==> config.mk <==
export PLATFORM = sky130hd
export DESIGN_NAME = uart_core
export DESIGN_NICKNAME = d
export VERILOG_FILES = /design/src/rtl/uart_core.sv
export SDC_FILE = /design/constraint.sdc
export NUM_CORES = 1
export LEC_CHECK = 0
export ABC_AREA = 1
export ABC_CLOCK_PERIOD_IN_PS = 5200
export CORE_UTILIZATION = 62
export CTS_BUF_LIST = sky130_fd_sc_hd__clkbuf_8
export CTS_CLUSTER_DIAMETER = 40
export DETAILED_ROUTE_END_ITERATION = 8
export GPL_ROUTABILITY_DRIVEN = 0
export PLACE_DENSITY_LB_ADDON = 0.1
export SLEW_MARGIN = 20
export SYNTH_ARGS = -nofsm -noshare
export SYNTH_HDL_FRONTEND = slang
export SYNTH_SLANG_ARGS = --single-unit
==> constraint.sdc <==
create_clock -name clk -period 5.2 [get_ports clk]
set_input_delay 1.04 -clock clk [delete_from_list [all_inputs] [get_ports clk]]
set_output_delay 1.04 -clock clk [all_outputs]
set_load 0.05 [all_outputs]
==> src/rtl/uart_core.sv <==
// Full-duplex 8N1 UART core: free-running oversample tick generator, oversampling receiver
// and transmitter, each with its own soft reset and enable.
module uart_core #(
    parameter int unsigned clk_freq   = 100_000_000,
    parameter int unsigned baud_rate  = 9600,
    parameter int unsigned oversample = 16,
    parameter int unsigned data_bits  = 8
) (
    input  logic                 clk,
    input  logic                 rst,
    input  logic [15:0]          div_in,
    input  logic                 rx_en,
    input  logic                 rx_rst,
    input  logic                 tx_en,
    input  logic                 tx_rst,
    input  logic                 rx,
    input  logic                 tx_start,
    input  logic [data_bits-1:0] tx_data,
    output logic                 s_tick,
    output logic                 tx,
    output logic [data_bits-1:0] rx_data,
    output logic                 rx_done,
    output logic                 rx_error,
    output logic                 rx_busy,
    output logic                 tx_busy,
    output logic                 tx_done
);
    localparam int unsigned DEFAULT_DIV = clk_freq / (baud_rate * oversample);
    localparam int TICK_W = $clog2(oversample);
    localparam int BIT_W  = $clog2(data_bits + 1);
    localparam logic [TICK_W-1:0] TICK_LAST = TICK_W'(oversample - 1);
    localparam logic [TICK_W-1:0] TICK_HALF = TICK_W'(oversample / 2 - 1);
    localparam logic [BIT_W-1:0]  BIT_LAST  = BIT_W'(data_bits - 1);

    typedef enum logic [2:0] {RX_IDLE, RX_START, RX_DATA, RX_STOP, RX_WAIT} rx_state_t;
    typedef enum logic [1:0] {TX_IDLE, TX_START, TX_DATA, TX_STOP} tx_state_t;

    // Baud generator: comparing with >= lets a smaller divisor wrap the counter at once.
    logic [15:0] div;
    logic [15:0] baud_cnt;

    assign div    = (div_in != 16'd0) ? div_in : 16'(DEFAULT_DIV);
    assign s_tick = !rst && (baud_cnt >= div - 16'd1);

    always_ff @(posedge clk) begin
        if (rst || s_tick) begin
            baud_cnt <= '0;
        end else begin
            baud_cnt <= baud_cnt + 16'd1;
        end
    end

    rx_state_t             rx_state, rx_state_n;
    logic                  rx_meta, rx_sync;
    logic [TICK_W-1:0]     rx_ticks, rx_ticks_n;
    logic [BIT_W-1:0]      rx_bits, rx_bits_n;
    logic [data_bits-1:0]  rx_shift, rx_shift_n, rx_data_n;
    logic                  rx_done_n, rx_error_n;

    always_ff @(posedge clk) begin
        if (rst || rx_rst) begin
            rx_meta  <= 1'b1;
            rx_sync  <= 1'b1;
            rx_state <= RX_IDLE;
            rx_ticks <= '0;
            rx_bits  <= '0;
            rx_shift <= '0;
            rx_data  <= '0;
            rx_done  <= 1'b0;
            rx_error <= 1'b0;
        end else begin
            rx_meta  <= rx;
            rx_sync  <= rx_meta;
            rx_state <= rx_state_n;
            rx_ticks <= rx_ticks_n;
            rx_bits  <= rx_bits_n;
            rx_shift <= rx_shift_n;
            rx_data  <= rx_data_n;
            rx_done  <= rx_done_n;
            rx_error <= rx_error_n;
        end
    end

    // RX_WAIT parks the receiver after a framing error until the line returns high.
    always_comb begin
        rx_state_n = rx_state;
        rx_ticks_n = rx_ticks;
        rx_bits_n  = rx_bits;
        rx_shift_n = rx_shift;
        rx_data_n  = rx_data;
        rx_done_n  = 1'b0;
        rx_error_n = 1'b0;
        case (rx_state)
            RX_IDLE: begin
                if (rx_en && !rx_sync) begin
                    rx_state_n = RX_START;
                    rx_ticks_n = '0;
                end
            end
            RX_START: begin
                if (s_tick) begin
                    if (rx_ticks == TICK_HALF) begin
                        rx_ticks_n = '0;
                        rx_bits_n  = '0;
                        rx_state_n = rx_sync ? RX_IDLE : RX_DATA;
                    end else begin
                        rx_ticks_n = rx_ticks + TICK_W'(1);
                    end
                end
            end
            RX_DATA: begin
                if (s_tick) begin
                    if (rx_ticks == TICK_LAST) begin
                        rx_ticks_n = '0;
                        rx_shift_n = data_bits'({rx_sync, rx_shift} >> 1);
                        rx_bits_n  = rx_bits + BIT_W'(1);
                        if (rx_bits == BIT_LAST) begin
                            rx_state_n = RX_STOP;
                        end
                    end else begin
                        rx_ticks_n = rx_ticks + TICK_W'(1);
                    end
                end
            end
            RX_STOP: begin
                if (s_tick) begin
                    if (rx_ticks == TICK_LAST) begin
                        rx_ticks_n = '0;
                        if (rx_sync) begin
                            rx_data_n  = rx_shift;
                            rx_done_n  = 1'b1;
                            rx_state_n = RX_IDLE;
                        end else begin
                            rx_error_n = 1'b1;
                            rx_state_n = RX_WAIT;
                        end
                    end else begin
                        rx_ticks_n = rx_ticks + TICK_W'(1);
                    end
                end
            end
            RX_WAIT: begin
                if (rx_sync) begin
                    rx_state_n = RX_IDLE;
                end
            end
            default: rx_state_n = RX_IDLE;
        endcase
    end

    assign rx_busy = (rx_state != RX_IDLE);

    tx_state_t             tx_state, tx_state_n;
    logic [TICK_W-1:0]     tx_ticks, tx_ticks_n;
    logic [BIT_W-1:0]      tx_bits, tx_bits_n;
    logic [data_bits-1:0]  tx_shift, tx_shift_n;
    logic                  tx_n, tx_done_n;

    always_ff @(posedge clk) begin
        if (rst || tx_rst) begin
            tx_state <= TX_IDLE;
            tx_ticks <= '0;
            tx_bits  <= '0;
            tx_shift <= '0;
            tx       <= 1'b1;
            tx_done  <= 1'b0;
        end else begin
            tx_state <= tx_state_n;
            tx_ticks <= tx_ticks_n;
            tx_bits  <= tx_bits_n;
            tx_shift <= tx_shift_n;
            tx       <= tx_n;
            tx_done  <= tx_done_n;
        end
    end

    // The line level is derived from the next state so tx comes straight from a flop.
    always_comb begin
        tx_state_n = tx_state;
        tx_ticks_n = tx_ticks;
        tx_bits_n  = tx_bits;
        tx_shift_n = tx_shift;
        tx_done_n  = 1'b0;
        tx_n       = 1'b1;
        case (tx_state)
            TX_IDLE: begin
                if (tx_start && tx_en) begin
                    tx_shift_n = tx_data;
                    tx_ticks_n = '0;
                    tx_state_n = TX_START;
                end
            end
            TX_START: begin
                if (s_tick) begin
                    if (tx_ticks == TICK_LAST) begin
                        tx_ticks_n = '0;
                        tx_bits_n  = '0;
                        tx_state_n = TX_DATA;
                    end else begin
                        tx_ticks_n = tx_ticks + TICK_W'(1);
                    end
                end
            end
            TX_DATA: begin
                if (s_tick) begin
                    if (tx_ticks == TICK_LAST) begin
                        tx_ticks_n = '0;
                        tx_shift_n = tx_shift >> 1;
                        tx_bits_n  = tx_bits + BIT_W'(1);
                        if (tx_bits == BIT_LAST) begin
                            tx_state_n = TX_STOP;
                        end
                    end else begin
                        tx_ticks_n = tx_ticks + TICK_W'(1);
                    end
                end
            end
            TX_STOP: begin
                if (s_tick) begin
                    if (tx_ticks == TICK_LAST) begin
                        tx_ticks_n = '0;
                        tx_done_n  = 1'b1;
                        tx_state_n = TX_IDLE;
                    end else begin
                        tx_ticks_n = tx_ticks + TICK_W'(1);
                    end
                end
            end
            default: tx_state_n = TX_IDLE;
        endcase
        case (tx_state_n)
            TX_START: tx_n = 1'b0;
            TX_DATA:  tx_n = tx_shift_n[0];
            default:  tx_n = 1'b1;
        endcase
    end

    assign tx_busy = (tx_state != TX_IDLE);

endmodule

# ---- Word-level counts from Yosys, hierarchy flattened
# Index checks and enable logic that the tools add are counted.
dict set report op_classes {
  n_lt_le_gt_ge 1
  n_mux 50
  n_reduce_logical 29
  n_eq_ne 30
  addsub 6
  bitwise 4
}
# op count
set ops {}
lappend ops {{$mux 4} 16}
lappend ops {{$mux 3} 10}
lappend ops {{$ne 2x2->1 const B} 14}
lappend ops {{$mux 8} 3}
lappend ops {{$pmux 4 s2} 3}
lappend ops {{$mux 2} 9}
lappend ops {{$add 16x1->16 const B} 1}
lappend ops {{$add 4x1->4 const B} 4}
lappend ops {{$ge 16x16->1} 1}
lappend ops {{$mux 16} 1}
lappend ops {{$pmux 8 s2} 1}
lappend ops {{$reduce_bool 16->1} 1}
lappend ops {{$sub 16x1->16 const B} 1}
lappend ops {{$pmux 3 s5} 1}
lappend ops {{$eq 4x3->1 const B} 3}
lappend ops {{$pmux 4 s3} 1}
lappend ops {{$reduce_and 4->1} 3}
lappend ops {{$reduce_and 5->1} 2}
lappend ops {{$reduce_and 9->1} 1}
lappend ops {{$eq 4x4->1 const B} 2}
lappend ops {{$pmux 2 s4} 1}
lappend ops {{$reduce_bool 2->1} 4}
lappend ops {{$eq 2x2->1 const B} 3}
lappend ops {{$eq 3x2->1 const B} 2}
lappend ops {{18 further kinds} 32}
dict set report word_totals {
  word_cells 137
  regBits 67
  out_inout_bits 15
  input_bits 32
}

# ---- Depth between registers and ports, before layout
dict set report depth {
  word_depth 9
  ltp_mapped 28
  mapped_depth_nobuf 28
}

# ---- Worst setup path before layout
# OpenSTA, ideal clock, no wires.
dict set report synth_path {
  path_type {input to output}
  start {input port div_in[0]}
  end {output port s_tick}
  setup_slack_ns 0.878
  path_buffers 0
  path_stages 18
  required_ns 4.160
  t_arrival_ns 3.282
  path_cell_list {inv_1 -> ha_1 -> nand3_1 -> nor4_2 -> nand2_2 -> nand2_1 -> nor2_4 -> nand2_2 -> nor2_4 -> nand3_1 -> xor2_1 -> ha_1 -> nand2_1 -> nor3_1 -> nand2_2 -> nand2_4 -> nand2_4 -> inv_2}
}
dict set report synth_via {
  elab_chain_cells 5
}
# element line
set synth_lines {}
lappend synth_lines {{from (decl)} 11} ;# input logic [15:0] div_in,
lappend synth_lines {{$reduce_bool 16->1} 42} ;# assign div = (div_in != 16'd0) ? div_in : 16'(DEFAULT_DIV);
lappend synth_lines {{$mux 16 (*)} 42}
lappend synth_lines {{$sub 16x1->16 (*)} 43} ;# assign s_tick = !rst && (baud_cnt >= div - 16'd1);
lappend synth_lines {{$ge 16x16->1 (*)} 43}
lappend synth_lines {{$logic_and 1x1->1 (*)} 43}
lappend synth_lines {{to (decl)} 19} ;# output logic s_tick,
# Mark *: on every way between the ends. The rest lies on a longest branch, timed or not.

# ---- Worst setup path in the final report
# Same ends and word-level chain as after synthesis.

==> results.md <==
* Status: finished clean
* Net count, final at 636
* LEAKAGE at roughly 1.9 nW
* Area leader, netlist: dfxtp_1
* Reg2Reg Setup Slack at 2.91 ns
* Initial cell density of the core at 0.643
* Largest net degree at the start of global routing at 17
* Syn Inst Count at 525
* Min Hold Slack at 0.424 ns
* Core Box Area at 5920 um2
* Critical path arrival at between 4 and 5 ns
* Seq pwr share at 0.435
* Synth top area share at 0.352
* Global-route wire length before repair at 14000 um
* Highest Clock Rate at 198 MHz
* Post-CTS Hold Buffers at 0
* Vias per std cell at 5.37
* Switching share of total power at 0.248
* TritonCTS clock tree: done
* Minimum clock period at roughly 5.1 ns
* Post-synth EDFFs at 0
* Die Wd at approximately 80 um
* Full die area at 6460 um2
* 1st-pass router iterations at 4
* Rows at 28
* Clock Pin Slew Worst Setup and Hold Paths at 0.07 ns
* Final HPWL DP at 5990 um
* Critical path class: input port to output port
* Total congestion overflow at 0
* Mapped Area at 3810 um2
* Dpl ws at 0.137 ns
* Share of layout cells above drive strength 1 at 0.131
* Post-route cell area at 4670 um2
* VDD IR max at ~230 uV
* Main synth FF type: dfxtp_1
* IO Pins at between 40 and 50
* CTS Buf Count at 9
* Placement Cell Area at 4360 um2
* Routed vias at about 3600
* Min-Delay Path Class: flip-flop to flip-flop
* Clock power frac at 0.436
* Final Power at 1.22 mW
* Wire per inst at 12.8 um
* Critical Path Sink Type: output port
* Drt first-iter violations at 161
* Sequential cell area fraction in the yosys report at 0.352
* Aggregate global-route resource usage at 0.276
* Clk_lat worst skew at 0.33 ns
* Worst Path Required at between 4 and 5 ns
* Slew headroom at 0.359
* Detailed Route WL at approximately 8500 um
* Post-synth top cells: nand2_1 (117), dfxtp_1 (67), inv_1 (66)
* Deepest clock path buffer count at 2
* Final Hold Vio Count at 0
* Post-synthesis average cell area at 7.25 um2
* Comb power frac at 0.129
* Worst Skew at slightly below 0.008 ns
* YS warnings at 0
* Pint at 916 uW
* Syn nets at 579
* Slew @ Worst Pin at 0.958 ns
* Asr flop ratio synth at 0
* DR DRC count at 0
* Synth unique cells at between 40 and 50
* Root Driver: clkbuf_8
* PortBufs at 46
* Final worst-path cycle share at 0.973
* Core Util, Final at 0.788
* Top post-synthesis cells by area: dfxtp_1 (35%), nand2_1 (12%), ha_1 (7.2%), a21oi_1 (6.6%), inv_1 (6.5%)
* Layout area overhead at 22.5%
* Antenna diodes at 0
* Routed Antenna Nets at 0
* Max-cap violations at 0
* Vias in the first global route at 3399
* Yosys reg bits at 67
* Final setup margin at roughly 0.14 ns
* # setup viols final at 0
* Power per cell area at about 260 nW/um2
* Top-count cell post-synth: nand2_1
* H-tree depth at 3
* NetSw at 302 uW
* Crit path launch type: input port
* Initial antenna violation count at 0
* CP max FO at 8
* Clk sinks at 67
* Max Slew Vio Count at 0
* Die height at 80.4 um
[layer usage]
metal	GRT usage	part of all wire	vias up
met5	0	0	-
met4	0.105	0.011	0
met3	0.0466	0.031	8
met2	0.496	0.51	62
met1	0.324	0.45	1645
li1	-	-	1840
[per-stage QoR]
stage,setup TNS [ns],instances
floorplan,0,525
global placement,0,642
detailed placement,0,642
CTS,0,658
global route,-0.0253,662
finish,0,662
[critical path, cell delays in order]
cell	delay, ns
clkdlybuf4s50_1	0.45
inv_1	0.06
ha_1	0.19
nand3_1	0.09
nor4_2	0.05
nand2_2	0.14
nand2_2	0.10
nor2_4	0.18
nand2_4	0.09
nor2_4	0.20
nand3_1	0.12
xor2_1	0.16
ha_1	0.29
nand2_1	0.10
nor3_2	0.23
nand2_2	0.11
nand2_4	0.12
nand2_4	0.06
inv_2	0.10
buf_12	0.14
[cell type report]
cell class	instances	area [um2]
Tap cell	75	93.8
Inverter	74	278
Timing Repair Buffer	51	510
Clock inverter	6	113
Sequential cell	67	1340
Multi-Input combinational cell	379	2190
Clock buffer	10	138
Fill cell	426	1250
[sequential cells by signal, indices dropped and copies added, names as in the netlist, 2 cells and up]
name      flops
baud_cnt     16
rx_data       8
rx_shift      8
tx_shift      8
rx_bits       4
rx_ticks      4
tx_bits       4
tx_ticks      4
rx_state      3
tx_state      2
[worst paths after layout]
check	endpoint	cells past startpoint	startpoint
max	s_tick	20	div_in[0]
min	rx_sync	1	rx_meta
max reg2reg	rx_data[6]	15	baud_cnt[7]
min reg2reg	rx_sync	1	rx_meta
[power groups by stage]
stage	Combinational [mW]	Clock, mW	Sequential [mW]
6_report	0.157	0.531	0.531
5_1_grt	0.176	0.557	0.531
4_1_cts	0.154	0.535	0.530
3_5_place_dp	0.151	0	0.542
3_3_place_gp	0.147	0	0.541
2_1_floorplan	0.0993	0	0.541
[cells by family after synthesis]
logic type,count (synthesis),share of synthesized area
buffers and inverters,79,0.0789
adder cells (fa/ha/maj),22,0.0723
AO/OA/AOI/OAI,89,0.131
flip-flops,67,0.352
XOR/XNOR,17,0.0391
AND/OR/NAND/NOR,251,0.326
[what timing repair did]
| item | 4_1_cts | 5_1_grt |
|---|---|---|
| gates resized for setup | 0 | 8 |
| buffers inserted | 0 | 4 |
| setup endpoints to repair | 0 | 1 |
[cells in the final DEF, fill, tap and decap left out, types with 4 or more instances in the layout]
cell type / synthesis / routed
inv_2: 8 / 8
nor2_1: 41 / 40
nor2_4: 4 / 4
ha_1: 22 / 22
inv_1: 66 / 66
nor4_1: 5 / 5
nand3_1: 25 / 25
o21ai_0: 17 / 17
buf_4: 1 / 5
nand4_1: 10 / 10
dfxtp_1: 67 / 67
nor3_1: 12 / 10
nand2_1: 117 / 115
xor2_1: 15 / 15
nor3_2: 3 / 5
o21ai_1: 4 / 4
a21oi_1: 50 / 49
clkdlybuf4s50_1: 0 / 44
clkbuf_8: 0 / 10
nand2_2: 8 / 9
nor2_2: 8 / 9
a31oi_1: 6 / 6
Note: power is estimated with default switching activity, not from simulation.
==> RTL edit 1, RTL diff (same settings) <==
Register the inputs `div_in`, `rx_en`, `tx_en`, `rx`, `tx_start` and `tx_data` before use, without a reset. The logic sees them one clock later.
--- a/src/rtl/uart_core.sv
+++ b/src/rtl/uart_core.sv
@@ -35,11 +35,27 @@
     typedef enum logic [2:0] {RX_IDLE, RX_START, RX_DATA, RX_STOP, RX_WAIT} rx_state_t;
     typedef enum logic [1:0] {TX_IDLE, TX_START, TX_DATA, TX_STOP} tx_state_t;
 
+    logic [15:0] div_q;
+    logic rx_en_q;
+    logic tx_en_q;
+    logic rx_q;
+    logic tx_start_q;
+    logic [data_bits-1:0] tx_data_q;
+
+    always_ff @(posedge clk) begin
+        div_q      <= div_in;
+        rx_en_q    <= rx_en;
+        tx_en_q    <= tx_en;
+        rx_q       <= rx;
+        tx_start_q <= tx_start;
+        tx_data_q  <= tx_data;
+    end
+
     // Baud generator: comparing with >= lets a smaller divisor wrap the counter at once.
     logic [15:0] div;
     logic [15:0] baud_cnt;
 
-    assign div    = (div_in != 16'd0) ? div_in : 16'(DEFAULT_DIV);
+    assign div    = (div_q != 16'd0) ? div_q : 16'(DEFAULT_DIV);
     assign s_tick = !rst && (baud_cnt >= div - 16'd1);
 
     always_ff @(posedge clk) begin
@@ -69,7 +85,7 @@
             rx_done  <= 1'b0;
             rx_error <= 1'b0;
         end else begin
-            rx_meta  <= rx;
+            rx_meta  <= rx_q;
             rx_sync  <= rx_meta;
             rx_state <= rx_state_n;
             rx_ticks <= rx_ticks_n;
@@ -92,7 +108,7 @@
         rx_error_n = 1'b0;
         case (rx_state)
             RX_IDLE: begin
-                if (rx_en && !rx_sync) begin
+                if (rx_en_q && !rx_sync) begin
                     rx_state_n = RX_START;
                     rx_ticks_n = '0;
                 end
@@ -184,8 +200,8 @@
         tx_n       = 1'b1;
         case (tx_state)
             TX_IDLE: begin
-                if (tx_start && tx_en) begin
-                    tx_shift_n = tx_data;
+                if (tx_start_q && tx_en_q) begin
+                    tx_shift_n = tx_data_q;
                     tx_ticks_n = '0;
                     tx_state_n = TX_START;
                 end
Check against the original RTL: not equivalent (a bounded check fails within 4 cycles, from zero or initial values).
==> RTL edit 1 against the unedited design <==
Final area up 13%; routed wire length up 7.3%; sequential power up 43%; worst setup slack better by 330 ps; count of clock-buffer cells in the layout down 1; synthesized area up 17%; sequential cell count up 28; clock skew up 5.1 ps; total power up 15%; largest cell class unchanged.
==> RTL edit 1: results (changes against the unedited design) <==
| Metric | Value |
|---|---|
| Syn Inst Count | `574 (+9.3%)` |
| Unique masters post-synth | `38 (-12%)` |
| Kind of critical path | `register to output port` |
| Syn avg cell area | `7.79 um^2 (+7.5%)` |
| Reg2Reg Depth | `21 (+6)` |
| R2R Setup Slk | `1630 ps (-1280 ps)` |
| Hold_ws | `424 ps (+0.302 ps)` |
| Via-to-Cell Ratio | `5.23 (-2.6%)` |
| Vias in the first global route | `3,655 (+7.5%)` |
| Logic pwr share | `7.4% (-5.5 points)` |
| Post-Route WL | `9100 um (+7.3%)` |
| Pre-antenna DRT Iters | `5 (+1)` |
| Number of ordinary inverters in the final layout | `79 (+6.8%)` |
| Final Non-Filler Cells | `727 (+9.8%)` |
| Dpl cell area | `0.00503 mm^2 (+15%)` |
| Buffering overhead | `8.94% (-2.0 points)` |
| Outcome | `finished clean` |
| Worst Clk Skew | `13.0 ps (+5.12 ps)` |
| Clock buf/inv share | `4.33% (-1.0 points)` |
| Clock Pin Slew Worst Setup and Hold Paths | `100 ps (+30 ps)` |
| Layout area overhead | `17.6%` |
| Largest net degree at the start of global routing | `18 (+1)` |
| P_comb | `104 uW (-34%)` |
| Synthesized flop and latch total | `95 (+42%)` |
| Commonest cells post-synth | `120 x nand2_1, 95 x dfxtp_1, 73 x inv_1` |
| Count of non-CTS buffers in the layout | `47 (-7.8%)` |
| Area of the multi-input gates | `0.00224 mm^2 (+2.4%)` |
| Fillcell total | `523 (+23%)` |
| Pleak | `2.15 nW (+13%)` |
| Crit path setup slack, layout | `465 ps (+326 ps)` |
| CP max FO | `12 (+4)` |
| Arrival time worst endpoint | `3700 ps (-320 ps)` |
| Post-Syn Nets | `628 (+8.5%)` |
[RTL edit 1: cell count changes after synthesis, sizes merged, moves of 5 or more]
cell	delta
inv	+5
a21oi	+7
nor4	-5
nor2	+13
nand3	+7
dfxtp	+28
a31oi	-5
[RTL edit 1: logic make-up (layout without fill, tap and decap cells)]
group                    Yosys count  after routing  synth area share (%)
XOR/XNOR                          17             17                  3.33
AO/OA/AOI/OAI                     87             87                  10.8
adder cells (fa/ha/maj)           22             22                  6.15
flip-flops                        95             95                  42.5
buffers and inverters             85            142                  7.30
AND/OR/NAND/NOR                  268            268                  29.9
[RTL edit 1: what timing repair did]
action	CTS	global route
buffers inserted	0	0
gates resized for setup	0	1
setup endpoints to repair	0	1
[RTL edit 1: per-layer routing]
metal  global-route usage (%)  vias to the layer above  share of wire [%]
met2                     46.7                       81                 50
li1                         -                     1963                  -
met5                        0                        -                  0
met4                     6.82                        0                1.2
met3                     6.45                       12                4.0
met1                     30.9                     1746                 44
==> RTL edit 2, RTL diff (same settings) <==
Made on the original files. Change the parameter `data_bits` from 8 to 16.
--- a/src/rtl/uart_core.sv
+++ b/src/rtl/uart_core.sv
@@ -4,7 +4,7 @@
     parameter int unsigned clk_freq   = 100_000_000,
     parameter int unsigned baud_rate  = 9600,
     parameter int unsigned oversample = 16,
-    parameter int unsigned data_bits  = 8
+    parameter int unsigned data_bits  = 16
 ) (
     input  logic                 clk,
     input  logic                 rst,
Interface: changed (resized rx_data and tx_data); port bits go from 47 to 63. The function was not compared with the original's and may differ.
==> RTL edit 2 against the unedited design <==
The run now ends with DRC left; fmax down 1.0%; final area is 26% higher; clock power is 15% lower; total power is 7.3% higher; sequential cell count up 26; worst setup slack got worse by 53 ps; routed wire length is 19% higher; die area increased by 28%; register-to-register slack got worse by 150 ps; synthesized cell count increased by 30%; synthesized area up 29%; largest cell class unchanged.
==> RTL edit 2: results (changes against the unedited design) <==
| Metric | Value |
|---|---|
| Max IR drop VDD | `0.166 mV (-28%)` |
| Failing checks | `DRC` |
| Grt met1 use | `27.7% (-4.7 points)` |
| Clock Pin Slew Worst Setup and Hold Paths | `100 ps (+30 ps)` |
| Nets | `807 (+27%)` |
| Dpl cell area | `0.00560 mm^2 (+29%)` |
| Unique masters post-synth | `39 (-9.3%)` |
| Buffers added on ports | `62 (+35%)` |
| Met3 Wirelength | `350 um (+33%)` |
| Global-route wire length before repair | `16,900 um (+20%)` |
| Top post-synthesis cells by area | `dfxtp_1 38%, nand2_1 10%, inv_1 7.6%` |
| Longest Clk Path Bufs | `2 (unchanged)` |
| Met1 wire length | `4350 um (+15%)` |
| Fillcell total | `600 (+41%)` |
| Seq/Total Area, Yosys | `37.9% (+2.7 points)` |
| Pleak | `2.35 nW (+23%)` |
| Final Non-Filler Cells | `850 (+28%)` |
| Clock latency on the worst-skew pair | `360 ps (+30 ps)` |
| Vias in the first global route | `4,159 (+22%)` |
| Pwr dens | `223 mW/mm^2 (-15%)` |
| Commonest cells post-synth | `132 x nand2_1, 100 x inv_1, 93 x dfxtp_1` |
| Outcome | `finished with violations` |
| DRC Markers | `1 (+1)` |
| Grt met3 use | `4.44% (-0.22 points)` |
| Arrival time worst endpoint | `4070 ps (+50 ps)` |
| Syn avg cell area | `7.21 um^2 (-0.59%)` |
| Placed cells | `831 (+29%)` |
| Via count | `4,468 (+26%)` |
| Tot GR Track Use | `24.6% (-2.9 points)` |
| Reg2reg end | `tx_bits[2]` |
| Global Route met2 Usage | `46.1% (-3.5 points)` |
| R2R Setup Slk | `2760 ps (-150 ps)` |
| Worst-margin pin slew | `773 ps (-185 ps)` |
| R2r startpoint | `baud_cnt[5]` |
| Worst Clk Skew | `15.3 ps (+7.44 ps)` |
| Largest net degree at the start of global routing | `33 (+16)` |
[RTL edit 2: logic make-up after synthesis]
group / after synthesis / synth area share, %
flops: 93 / 37.9
buf+inv: 119 / 9.86
xor+xnor: 16 / 2.85
fa+ha+maj: 24 / 6.12
compound gates: 125 / 13.6
simple gates: 304 / 29.6
[RTL edit 2: worst min path at each step]
stage             from      end  slack [ps]  depth (start not counted)
2_1_floorplan  rx_meta  rx_sync         390                          1
3_3_place_gp   rx_meta  rx_sync         390                          1
3_5_place_dp   rx_meta  rx_sync         400                          1
4_1_cts        rx_meta  rx_sync         410                          1
5_1_grt        rx_meta  rx_sync         410                          1
6_report       rx_meta  rx_sync         410                          1
[RTL edit 2: timing repair]
item                       CTS  global route
setup buffers                0             3
setup endpoints to repair    0             1
gates resized for setup      0            12
[RTL edit 2: layout make-up]
class / instances / area share [%]
inverter: 102 / 6.74
clock buffer: 9 / 2.11
clock inverter: 7 / 1.15
multi-input combinational: 469 / 44.5
sequential: 93 / 31.7
timing repair buffer: 68 / 11.6
tap: 102 / 2.18
[RTL edit 2: critical path, stage by stage]
cell and delay, ps:
clkdlybuf4s50_1 460, inv_1 60, ha_1 190, nand3_1 90
nor4_2 50, nand2_2 110, nand2_2 90, nor2_4 190
nand2_1 110, nor2_1 240, nand2_1 110, xor2_1 160
ha_1 300, a21oi_1 160, o21ai_1 90, a21oi_2 200
nand2_4 110, nand2_8 90, inv_12 60, buf_12 140
[RTL edit 2: power breakdown]
part           leakage (nW)  internal (mW)  total [mW]  switching, mW
combinational          1.50         0.0570       0.130         0.0725
sequential            0.751          0.718       0.724        0.00588
clock                0.0989          0.185       0.453          0.268
total                  2.35          0.961        1.31          0.346
